[src/rtl/regfile_dump_reader.sv]
// Debug engine that walks a register-file address range through one read port,
// streams (address, data) pairs over valid/ready and keeps a running checksum.
module regfile_dump_reader #(
    parameter int AW = 5,
    parameter int DW = 32
) (
    input  logic          clk,
    input  logic          reset,
    input  logic          start,
    input  logic [AW-1:0] first_addr,
    input  logic [AW-1:0] last_addr,
    input  logic          abort,
    output logic          rd_en,
    output logic [AW-1:0] rd_addr,
    input  logic [DW-1:0] rd_data,
    output logic          out_valid,
    input  logic          out_ready,
    output logic [AW-1:0] out_addr,
    output logic [DW-1:0] out_data,
    output logic          out_last,
    output logic          busy,
    output logic          done,
    output logic [DW-1:0] checksum
);

    typedef enum logic [1:0] {IDLE, FETCH, SEND, DONE} state_t;

    state_t        state, stateNext;
    logic [AW-1:0] curAddr, endAddr;
    logic          handshake;

    assign handshake = out_valid & out_ready;
    assign rd_addr   = curAddr;

    always_ff @(posedge clk) begin
        if (!reset) state <= IDLE;
        else        state <= stateNext;
    end

    always_comb begin
        stateNext = state;
        rd_en     = 1'b0;
        out_valid = 1'b0;
        busy      = 1'b0;
        done      = 1'b0;
        case (state)
            IDLE: begin
                if (start && !abort) stateNext = FETCH;
            end
            FETCH: begin
                rd_en     = 1'b1;
                busy      = 1'b1;
                stateNext = abort ? IDLE : SEND;
            end
            SEND: begin
                out_valid = 1'b1;
                busy      = 1'b1;
                // abort outranks a simultaneous handshake for the next state
                if (abort)          stateNext = IDLE;
                else if (out_ready) stateNext = out_last ? DONE : FETCH;
            end
            DONE: begin
                done      = 1'b1;
                stateNext = IDLE;
            end
            default: stateNext = IDLE;
        endcase
    end

    always_ff @(posedge clk) begin
        if (!reset) begin
            curAddr  <= '0;
            endAddr  <= '0;
            out_addr <= '0;
            out_data <= '0;
            out_last <= 1'b0;
            checksum <= '0;
        end else begin
            case (state)
                IDLE: begin
                    if (start && !abort) begin
                        curAddr  <= first_addr;
                        endAddr  <= last_addr;
                        checksum <= '0;
                    end
                end
                FETCH: begin
                    if (!abort) begin
                        out_data <= rd_data;
                        out_addr <= curAddr;
                        out_last <= (curAddr == endAddr);
                    end
                end
                SEND: begin
                    // an accepted word is always counted, even when aborted
                    if (handshake) begin
                        checksum <= checksum + out_data;
                        if (!out_last && !abort) curAddr <= curAddr + 1'b1;
                    end
                end
                default: ;
            endcase
        end
    end

endmodule

[config.mk]
export PLATFORM = sky130hd
export DESIGN_NAME = regfile_dump_reader
export DESIGN_NICKNAME = d
export VERILOG_FILES = /design/src/rtl/regfile_dump_reader.sv
export SDC_FILE = /design/constraint.sdc
export NUM_CORES = 1
export LEC_CHECK = 0
export ABC_AREA = 1
export BUFFER_PORTS_ARGS = -buffer_cell sky130_fd_sc_hd__buf_4
export CAP_MARGIN = 15
export CORE_MARGIN = 5
export CORE_UTILIZATION = 45
export CTS_BUF_LIST = sky130_fd_sc_hd__clkbuf_8
export CTS_CLUSTER_SIZE = 25
export DETAILED_ROUTE_END_ITERATION = 8
export PLACE_DENSITY = 0.69
export REMOVE_ABC_BUFFERS = 1
export SLEW_MARGIN = 20
export SYNTH_ARGS = -nofsm -noshare
export SYNTH_HDL_FRONTEND = slang
export SYNTH_SLANG_ARGS = --single-unit
[constraint.sdc]
create_clock -name clk -period 3.9 [get_ports clk]
set_clock_uncertainty 0.2 [all_clocks]
set_input_delay 0.78 -clock clk [delete_from_list [all_inputs] [get_ports clk]]
set_output_delay 0.78 -clock clk [all_outputs]
set_load 0.05 [all_outputs]
; After elaboration in Yosys (flattened, before gate mapping)
; Cells that the tools add are included.
[word_totals]
latch_bits = 0
out_inout_bits = 79
elab_cells = 48
romBits = 0
register_bits = 82
ramBits = 0
memories = 0
input_bits = 47
[classes]
bitwise_logic = 2
n_mul = 0
order_cmp = 0
add_sub_neg = 2
div_mod_pow = 0
muxes = 17
eq_ne = 8
n_shift = 0
n_reduce_logical = 12
[op_table]
columns = operator, n
row1 = $mux W32, 2
row2 = $pmux W32 S2, 1
row3 = $add A32 B32 Y32, 1
row4 = $mux W5, 3
row5 = $mux W2, 5
row6 = $pmux W5 S2, 1
row7 = $pmux W2 S4, 1
row8 = $ne A2 B2 Y1 const B, 3
row9 = $reduce_and A2 Y1, 3
row10 = $add A5 B1 Y5 const B, 1
row11 = $eq A5 B5 Y1, 1
row12 = $eq A2 B2 Y1 const B, 2
row13 = $mux W1, 4
row14 = $reduce_and A4 Y1, 1
row15 = $ne A3 B3 Y1 const B, 1
row16 = $reduce_and A3 Y1, 1
row17 = $eq A2 B1 Y1 const B, 1
row18 = $logic_and A1 B1 Y1, 2
row19 = $logic_not A1 Y1, 2
row20 = $logic_not A2 Y1, 1
row21 = $reduce_bool A2 Y1, 1
row22 = $reduce_or A2 Y1, 1
row23 = $and A1 B1 Y1, 1
row24 = $not A1 Y1, 1

; Depth between registers and ports, before layout
; Gate-level depths: netlist of run 1.
[logic_depth]
word_depth = 5
mapped_depth = 14
mapped_depth_nobuf = 14

; Worst setup path before layout of run 1
; No wires, ideal clock.
[synth_path]
kind = register -> register
start = register checksum[0]
end = register checksum[16]
path_buffers = 0
stages_incl_launch_ff = 14
path_slack_ns = 1.467
required_ns = 3.568
synth_period_minus_slack_ns = 2.433
arrival_time_ns = 2.101
setup_time_ns = 0.132
path_cell_list = dfxtp_1 -> ha_1 -> inv_1 -> fa_1 -> inv_1 -> nand3_1 -> nand3_1 -> nand2_1 -> nand2_1 -> inv_1 -> o21ai_0 -> nand2_1 -> nand3_1 -> a21oi_1
[synth_between]
elab_chain_len = 3
[synth_lines]
columns = element, line
row1 = start: declaration, 23  ; output logic [DW-1:0] checksum
row2 = start signal: assignment, 97  ; checksum <= checksum + out_data;
row3 = $add A32 B32 Y32, 97
row4 = $mux W32, 96  ; if (handshake) begin
row5 = $pmux W32 S2, 79  ; case (state)
; No other way between the ends. The select of a mux whose other input is x is not followed.
; A chain may end at the register's enable or synchronous reset.

; Worst setup path after layout of run 1
[layout_path]
start = register state[0]
end = register curAddr[4], in the netlist rd_addr[4]
[layout_between]
elab_chain_len = 5
word_cells_on_any_way = 10
classes_between = eq/ne: 4 / mux: 2 / bitwise: 1 / reduce/logical: 3
[layout_lines]
columns = element, line
row1 = start: declaration, 28  ; state_t state, stateNext;
row2 = start signal: assignment, 37  ; else state <= stateNext;
row3 = $eq A2 B2 Y1, "46, 79"
row4 = $mux W1, 46  ; case (state)
row5 = $and A1 B1 Y1, 32  ; assign handshake = out_valid & out_ready;
row6 = $ne A2 B2 Y1 (no line), --
row7 = $reduce_and A4 Y1 (no line), --
row8 = end signal: assignment, 82  ; curAddr <= first_addr;
row9 = end signal: assignment, 98  ; if (!out_last && !abort) curAddr <= curAddr + 1'b1;
row10 = end: declaration, 29  ; logic [AW-1:0] curAddr, endAddr;
; Parallel ways exist; a longest one is shown, timed or not.

==> run_results.csv, run 1 <==
group,metric,value,unit
setup_path,worstPathRequired,4020,ps
cts,cts.htree.levels,3,
logic_synthesis,synth_seq_cells,82,
route,detail_route.vias_per_cell,4.882,
logic_synthesis,synth_edf_count,0,
sta,timing_max_transition_violations_final,0,
setup_path,worst_setup_path_start_kind,"flip-flop",
route,drt_iter0_drc,355,
run,maxCapViolCount,0,
floorplan,die_y,119.6,um
logic_synthesis,synthCells,887,
sta,clock.fmax,354.9,MHz
hold_path,holdCritStartpoint,"endAddr[3]",
route,drc,0,
cts,cts_hold_buf,0,
route,wl_per_cell,12.79,um
setup_path,critPathSlowestCell,"a21oi_4",
logic_synthesis,synth_compound_area_share,15.22,%
logic_synthesis,synth_top_flop_cell,"dfxtp_1",
pwr,netSwitchingPower,686.4,uW
grt,top_usage_layer,"met2",
logic_synthesis,synth_xor_area_share,0.6478,%
place,dp_hpwl,11510,um
logic_synthesis,yosysUniqueCellTypes,39,
sta,worst_pin_slew,873.8,ps
setup_path,startpoint,"state[0]",
setup_path,r2r-start,"state[0]",
floorplan,die-area,14310,um^2
sta,setup_viol,0,
place,routabilityCongestion,0.9131,
finish,diodes,0,
grt,grt_pass1_vias,5331,
grt,gr-total-overflow,0,
cts,cts_tree,"built",
grt,met2_usage,33.55,%
grt,antenna_found_initial,0,
pwr,p_seq_share,44.2,%
pwr,p_clk_share,33.0,%
place,dpl-instance-area,6454,um^2
logic_synthesis,synth_area,5408,um^2
floorplan,fp.dieW,119.6,um
floorplan,coreArea,11910,um^2
pwr,leakagePower,3.509,nW
grt,grt_util_met3,5.042,%
logic_synthesis,syn_area_per_cell,6.097,um^2
setup_path,path_cells,"inv_1 > ha_1 > inv_4 > or2_4 > nand2_2 > nor2_4 > a21oi_4 > nor2_2 > nand2_1 > o21ai_0 > a21oi_1",
logic_synthesis,async_flop_share,0,%
grt,grt_max_degree,48,
cts,cts_sinks,82,
sta,fin_setup_tns,0,ps
setup_path,endpoint_kind,"flip-flop",
sta,fin_crit,2818,ps
setup_path,crit_family,"compound AO/OA/AOI/OAI gates",
sta,max_slew_margin,41.61,%
hold_path,hp-class,"reg2reg",
setup_path,cp_max_fo,32,
cts,cts_resized,0,
setup_path,critPathBufInv,2,
pwr,p_int,1.400,mW
cts,root_buffer,"clkbuf_8",
grt,met1_usage,28.85,%
finish,fillCellCount,1287,
finish,final_area,6671,um^2
cts,cts_buffer_depth,2,
cts,clock_latency,380,ps
logic_synthesis,yosysSeqAreaShare,30.36,%
logic_synthesis,yosys_warnings,0,
route,ant_nets,0,
logic_synthesis,synth-simple-area-share,33.62,%
sta,rsz0062_at_grt,"no",
pwr,p_sw_share,32.89,%
pwr,cellPowerDensity,312.8,nW/um^2
logic_synthesis,synth_top_family_by_area,"simple AND/OR/NAND/NOR gates",
cts,clk_pin_slew,90,ps
finish,drive_gt1_share,15.33,%
setup_path,arrival,2940,ps
sta,finalHoldViolCount,0,
floorplan,rows,40,
cts,post_cts_buffers,0,
place,io_buffers,125,
route,firstDrtPassIters,5,
floorplan,boundaryPins,126,
cts,cts_buffers,9,
pwr,ir_worst_vdd,0.0002513,V
setup_path,critical_path_class,"reg2reg",
finish,area_delta_synth_final,23.37,%
route,wirelength,14810,um
finish,nets,1090,
setup_path,max_stage_delay,660,ps
sta,finalCritPeriodShare,72.25,%
route,dr_total_vias,5653,
run_status,status,"complete, no violations",
grt,grt_pass1_wl,25070,um
logic_synthesis,synth_mux_area_share,0,%
pwr,combPwrFrac,22.9,%
grt,grt_usage,21.31,%
floorplan,start_util,45.40,%
logic_synthesis,synth_fa_ha_area_share,8.700,%
[cells in the final DEF (no fill, tap or decap), types with 3 or more instances in the layout]
master / instances
dfxtp_1: 82
ha_1: 36
inv_1: 134
o21ai_1: 3
nand3_1: 48
nor2_1: 116
or2_2: 3
clkbuf_8: 9
xor2_1: 3
nand4_1: 4
o21ai_0: 60
a21oi_1: 78
buf_4: 129
nand3b_1: 4
o21bai_1: 3
nand2_1: 267
[synth_stat cells, types with 2 or more instances]
master | instances | share of area [%]
a21o_1 | 2 | 0.28
ha_1 | 36 | 8.3
o211ai_1 | 2 | 0.28
buf_6 | 3 | 0.62
o21ai_1 | 3 | 0.28
a31oi_1 | 2 | 0.23
inv_1 | 133 | 9.2
clkbuf_1 | 14 | 0.97
nand2_1 | 267 | 19
buf_1 | 2 | 0.14
o21bai_1 | 3 | 0.42
o21ai_0 | 60 | 5.6
dfxtp_1 | 82 | 30
nand4_1 | 4 | 0.46
nand3b_1 | 4 | 0.56
o22ai_1 | 2 | 0.23
a21oi_1 | 78 | 7.2
nor2_1 | 116 | 8.1
nand3_1 | 48 | 4.4
xor2_1 | 3 | 0.49
a211oi_1 | 2 | 0.28
or2_2 | 3 | 0.35
and2_1 | 2 | 0.23
[worst reg2reg max path, delay by kind of cell (launching register included)]
family,cells,cell delay [ps]
adder cells (fa/ha/maj),1,400
AND/OR/NAND/NOR,5,720
flip-flops,1,330
buffers and inverters,2,230
AO/OA/AOI/OAI,3,880
[cell type report]
class,count,area (um^2),area share [%]
Inverter,136,513.0,7.689
Tap cell,147,183.9,2.757
Clock buffer,9,123.9,1.857
Sequential cell,82,1642,24.61
Clock inverter,7,93.84,1.407
Multi-Input combinational cell,648,3147,47.17
Timing Repair Buffer,129,968.4,14.52
[power by group through the flow]
stage | logic (mW) | registers [mW] | clock network [mW]
floorplan | 0.186 | 1.07 | 0
global placement | 0.475 | 0.941 | 0
detailed placement | 0.478 | 0.942 | 0
CTS | 0.480 | 0.922 | 0.711
global route | 0.523 | 0.930 | 0.741
finish | 0.478 | 0.921 | 0.688
[per-stage QoR]
| stage | setup WS [ps] | utilization, % | instances | power [mW] | hold WS [ps] |
|---|---|---|---|---|---|
| detailed placement | 1076 | 54.18 | 1142 | 1.420 | 257.8 |
| floorplan | 1023 | - | 866 | 1.254 | 234.9 |
| global placement | 1164 | 54.18 | 1142 | 1.416 | 252.4 |
| global route | 799.6 | 56.01 | 1158 | 2.195 | 290.0 |
| CTS | 1028 | 56.01 | 1158 | 2.113 | 271.4 |
| finish | 1082 | 56.01 | 1158 | 2.087 | 266.9 |
[state kept, by name, indices dropped and copies added, names as in the netlist]
register and flops:
checksum 32, endAddr 5, out_addr 5, out_data 32
out_last 1, rd_addr 5, state 2
[logic make-up (layout without fill, tap and decap cells)]
kind of cell	Yosys count	after routing
and+or+nand+nor	451	451
xor gates and xnor gates	4	4
adders and majority gates	37	37
AOI/OAI and AO/OA	156	156
DFF	82	82
buffers and inverters	157	281
[per-layer routing]
layer	up-vias	wire [um]
met2	138	6339
met5	-	0
met3	15	1111
met4	0	210
met1	2468	7151
li1	3032	-
[final timing paths]
kind,to,slack [ps],cells after the start
worst max-delay path,rd_addr[4],1080,11
worst min-delay path,endAddr[3],270,2
worst max register to register,rd_addr[4],1080,11
worst min register to register,endAddr[3],270,2
(Power assumes the default switching activity.)
==> run 2: changes to the inputs <==
==> constraint.sdc (replaced) <==
create_clock -name clk -period 2.6 [get_ports clk]
set_clock_uncertainty 0.2 [all_clocks]
set_input_delay 0.52 -clock clk [delete_from_list [all_inputs] [get_ports clk]]
set_output_delay 0.52 -clock clk [all_outputs]
set_load 0.05 [all_outputs]
==> run 2 against run 1 <==
Effect of this change:
- final cell count grew 0.26%
- worst setup slack got worse by 790 ps
- highest routed layer unchanged
- flip-flop and latch count is the same
- sequential share of layout area increased by 0.10 points
- combinational power rose by 51%
- count of clock-buffer cells in the layout unchanged
- routed wire length down 0.57%
- worst hold slack got worse by 87 ps
- non-clock buffer count rose by 4
- global-route usage fell by 0.31 points
- fmax rose by 22%
- via count shrank 0.11%
- largest power group unchanged
==> run_results.csv, run 2 (same netlist as run 1, synthesis figures left out) <==
group,metric,value,unit
sta,clock.fmax,433.4,MHz
finish,area_delta_synth_final,22.86,%
route,dr_total_vias,5647,
grt,grt_usage,21.00,%
sta,fin_setup_tns,0,ps
sta,max_slew_margin,70.01,%
grt,antenna_found_initial,0,
setup_path,endpoint_kind,"flip-flop",
sta,finalCritPeriodShare,88.75,%
finish,nets,1094,
sta,finalHoldViolCount,0,
hold_path,hp-class,"in2reg",
finish,fin_cells,1161,
sta,timing_max_transition_violations_final,0,
sta,setup_slack,292.4,ps
setup_path,arrival,2340,ps
route,wirelength,14730,um
sta,fin_crit,2308,ps
place,dpl-instance-area,6484,um^2
cts,cts_tree,"built",
pwr,finalPower,2.909,mW
finish,fillCellCount,1248,
place,dp_hpwl,11500,um
place,routabilityCongestion,0.9218,
finish,multi_input_area,3147,um^2
finish,layout_commonest_cell,"nand2_1",
run_status,status,"complete, no violations",
floorplan,die-area,14310,um^2
setup_path,worst_setup_path_start_kind,"flip-flop",
cts,root_buffer,"clkbuf_8",
route,drt_iter0_drc,320,
place,io_buffers,125,
sta,worst_pin_slew,449.9,ps
finish,final_cell_mix,"nand2_1 (267), inv_1 (134), buf_4 (133)",
floorplan,rows,40,
route,ant_nets,0,
run,maxCapViolCount,0,
grt,grt_pass1_wl,24730,um
finish,final_area,6644,um^2
sta,rsz0062_at_grt,"no",
route,wl_per_cell,12.69,um
finish,seq_area,1642,um^2
floorplan,die_y,119.6,um
place,dp.cells,1146,
grt,grt_max_degree,41,
route,detail_route.vias_per_cell,4.864,
floorplan,start_util,45.40,%
cts,cts_buffer_depth,2,
cts,post_cts_buffers,0,
sta,setup_viol,0,
finish,fin_util,55.78,%
pwr,leakagePower,3.507,nW
cts,clk_pin_slew,90,ps
finish,top_regs,"checksum (32), out_data (32)",
floorplan,boundaryPins,126,
route,drc,0,
finish,drive_gt1_share,15.58,%
grt,grt_pass1_vias,5189,
place,place_ws,318.9,ps
grt,gr-total-overflow,0,
finish,diodes,0,
cts,cts_hold_buf,0,
floorplan,fp.dieW,119.6,um
setup_path,critical_path_class,"reg2reg",
cts,cts.htree.levels,3,
cts,cts_buffers,9,
pwr,cellPowerDensity,437.9,nW/um^2
route,firstDrtPassIters,5,
pwr,ir_worst_vdd,0.0002833,V
cts,cts_sinks,82,
setup_path,worstPathRequired,2630,ps
setup_path,cp_max_fo,5,
cts,cts_resized,0,
sta,timing.hold.ws,180.3,ps
cts,clock_latency,370,ps
floorplan,coreArea,11910,um^2
-- run 2: cell count changes in the layout (fill, tap and decap cells not counted) --
cell and delta:
clkinvlp_4 -1, inv_6 -1, buf_4 +4, bufinv_16 -2
clkinv_4 +1, clkinv_2 +2
-- run 2: layout make-up --
type / instances / area share [%]
repair buffers: 133 / 15.03
inverters: 136 / 7.721
clock inverters: 6 / 0.5461
multi-input cells: 648 / 47.36
clock buffers: 9 / 1.864
flip-flops and latches: 82 / 24.71
well taps: 147 / 2.768
-- run 2: per-layer routing --
layer  track usage, %  wire (um)  vias up
li1                 -          -     3045
met1            29.60       7466     2450
met2            31.99       6094      138
met3            4.571        953       14
met4            6.586        214        0
met5                0          0        -
-- run 2: final timing paths --
path                      from  cells after the start           end  slack, ps
setup / recovery   out_data[0]                     13  checksum[28]        290
hold / removal    last_addr[0]                      3    endAddr[0]        180
setup reg to reg   out_data[0]                     13  checksum[28]        290
hold reg to reg     endAddr[3]                      2    endAddr[3]        260
-- run 2: worst max-delay path, stage by stage, from the launching register on --
cell and delay (ps):
dfxtp_1 360, ha_1 200, inv_1 60, fa_1 350
inv_1 140, nand3_1 90, nand3_1 140, nand3_1 100
nand3_1 180, nand2_1 110, nand2_1 80, nand2_1 40
nand3_1 60, a21oi_1 60
-- run 2: power breakdown --
group | leakage [nW] | switching [mW] | total, mW | internal, mW
clock network | 0.0900 | 0.469 | 0.805 | 0.336
registers | 0.667 | 0.0592 | 1.38 | 1.32
logic | 2.75 | 0.480 | 0.721 | 0.241
==> run 3: changes to the inputs <==
--- a/config.mk
+++ b/config.mk
@@ -13,6 +13,7 @@
 export CTS_BUF_LIST = sky130_fd_sc_hd__clkbuf_8
 export CTS_CLUSTER_SIZE = 25
 export DETAILED_ROUTE_END_ITERATION = 8
+export MAX_ROUTING_LAYER = met4
 export PLACE_DENSITY = 0.69
 export REMOVE_ABC_BUFFERS = 1
 export SLEW_MARGIN = 20
==> constraint.sdc (replaced) <==
create_clock -name clk -period 2.6 [get_ports clk]
set_clock_uncertainty 0.2 [all_clocks]
set_input_delay 0.78 -clock clk [delete_from_list [all_inputs] [get_ports clk]]
set_output_delay 0.78 -clock clk [all_outputs]
set_load 0.05 [all_outputs]
==> run 3 against run 2 <==
Effect of this change:
- critical path depth fell by 9
- worst setup slack worse by 150 ps
- die area stayed put
- non-clock buffer count up 3
- flip-flop and latch count is the same
- via count up 0.37%
- global-route usage increased by 1.0 points
- worst hold slack gained 85 ps
- core utilization grew 0.33 points
- sequential share of layout area fell by 0.14 points
- critical endpoint is now out_valid
- largest cell class unchanged
- largest power group unchanged
==> run_results.csv, run 3 (same netlist as run 1, synthesis figures left out) <==
group,metric,value,unit
setup_path,endpoint_kind,"output pin",
finish,fin_util,56.10,%
floorplan,die-area,14310,um^2
floorplan,die_y,119.6,um
finish,diodes,0,
finish,top_regs,"checksum (32), out_data (32)",
pwr,ir_worst_vdd,0.0003103,V
setup_path,reg2reg_slack,270,ps
grt,antenna_found_initial,0,
setup_path,path_cells,"inv_1 > ha_1 > buf_4 > buf_4",
grt,grt_pass1_wl,25140,um
setup_path,critPathSlowestCell,"dfxtp_1",
finish,nets,1097,
floorplan,rows,40,
setup_path,worstPathRequired,1620,ps
setup_path,critPathBufInv,3,
sta,worst_pin_slew,469.8,ps
cts,cts_buffer_depth,2,
finish,final_cell_mix,"nand2_1 (267), buf_4 (136), inv_1 (134)",
route,ant_nets,0,
sta,setup_slack,140.9,ps
grt,grt_usage,22.04,%
route,detail_route.vias_per_cell,4.865,
floorplan,boundaryPins,126,
pwr,p_int,1.920,mW
route,dr_total_vias,5668,
route,wl_per_cell,12.80,um
hold_path,hold_depth,2,
finish,layout_commonest_cell,"nand2_1",
finish,drive_gt1_share,15.91,%
route,wirelength,14920,um
cts,cts.htree.levels,3,
cts,clk_pin_slew,90,ps
sta,setup_viol,0,
route,firstDrtPassIters,5,
hold_path,holdCritStartpoint,"endAddr[3]",
cts,root_buffer,"clkbuf_8",
sta,fin_crit,2459,ps
cts,cts_hold_buf,0,
finish,area_delta_synth_final,23.58,%
sta,max_slew_margin,68.68,%
setup_path,max_stage_delay,380,ps
setup_path,r2r-end,"checksum[16]",
cts,cts_resized,0,
pwr,combPwrFrac,24.3,%
sta,timing_max_transition_violations_final,0,
pwr,cellPowerDensity,446.2,nW/um^2
setup_path,critical_path_class,"reg2out",
sta,timing.hold.ws,264.8,ps
setup_path,r2r_cells,13,
pwr,p_seq_share,46.4,%
hold_path,hp-class,"reg2reg",
pwr,netSwitchingPower,1.062,mW
setup_path,crit_top_cell,"buf_4",
setup_path,crit_family,"buffers and inverters",
setup_path,worst_setup_path_start_kind,"flip-flop",
setup_path,arrival,1480,ps
place,place_ws,328.2,ps
cts,clock_latency,390,ps
pwr,finalPower,2.982,mW
place,io_buffers,125,
pwr,p_sw_share,35.60,%
pwr,p_clk_share,29.3,%
sta,finalCritPeriodShare,94.58,%
grt,grt_pass1_vias,5172,
cts,cts_tree,"built",
run,maxCapViolCount,0,
route,drc,0,
setup_path,r2r-start,"out_data[0]",
run_status,status,"complete, no violations",
sta,rsz0062_at_grt,"no",
floorplan,fp.dieW,119.6,um
grt,gr-total-overflow,0,
cts,cts_sinks,82,
floorplan,start_util,45.40,%
cts,cts_buffers,9,
pwr,leakagePower,3.516,nW
place,dp_hpwl,11790,um
setup_path,cp_max_fo,9,
sta,clock.fmax,406.7,MHz
sta,finalHoldViolCount,0,
route,drt_iter0_drc,339,
hold_path,min_to,"endAddr[3]",
floorplan,coreArea,11910,um^2
cts,post_cts_buffers,0,
place,routabilityCongestion,0.9438,
grt,grt_max_degree,41,
==> run 3: how the worst max path moves through the flow <==
stage,slack [ps],from,cells past startpoint,endpoint
3_5_place_dp,330,out_data[0],13,checksum[16]
3_3_place_gp,370,abort,7,rd_addr[4]
2_1_floorplan,-280,state[1],7,state[1]
5_1_grt,70,out_data[0],13,checksum[16]
4_1_cts,120,state[0],4,out_valid
6_report,140,state[0],4,out_valid
==> run 3: power by group through the flow <==
| stage | logic [mW] | clock network, mW | registers, mW |
|---|---|---|---|
| 6_report | 0.725 | 0.874 | 1.38 |
| 5_1_grt | 0.790 | 0.956 | 1.40 |
| 4_1_cts | 0.730 | 0.902 | 1.38 |
| 3_5_place_dp | 0.727 | 0 | 1.41 |
| 3_3_place_gp | 0.722 | 0 | 1.41 |
| 2_1_floorplan | 0.278 | 0 | 1.60 |
==> run 3: routing by layer <==
layer  global-route usage (%)  routed length, um  up-vias  part of all wire [%]
met5                        -                  0        -                     0
met4                    6.586                195        0                   1.3
met3                    4.194                983       15                   6.6
met2                    32.13               6202      151                    42
met1                    31.01               7534     2445                    51
li1                         -                  -     3057                     -
==> run 3: final cells by class <==
cell class | count | area, um^2
Sequential cell | 82 | 1642
Clock inverter | 7 | 52.55
Tap cell | 147 | 183.9
Timing Repair Buffer | 136 | 1021
Multi-Input combinational cell | 648 | 3147
Inverter | 136 | 513.0
Fill cell | 1237 | 5229
Clock buffer | 9 | 123.9
==> run 3: stage by stage <==
step,cell area [um^2],cells,setup TNS [ps]
2_1_floorplan,5301,866,-1426
3_3_place_gp,6506,1149,0
3_5_place_dp,6506,1149,0
4_1_cts,6683,1165,0
5_1_grt,6683,1165,0
6_report,6683,1165,0
==> run 3: tightest hold or removal path: cells and delay by family (launching register included) <==
kind                   cells  cell delay [ps]
buffers and inverters      1               50
AOI/OAI and AO/OA          1               50
DFF                        1              330
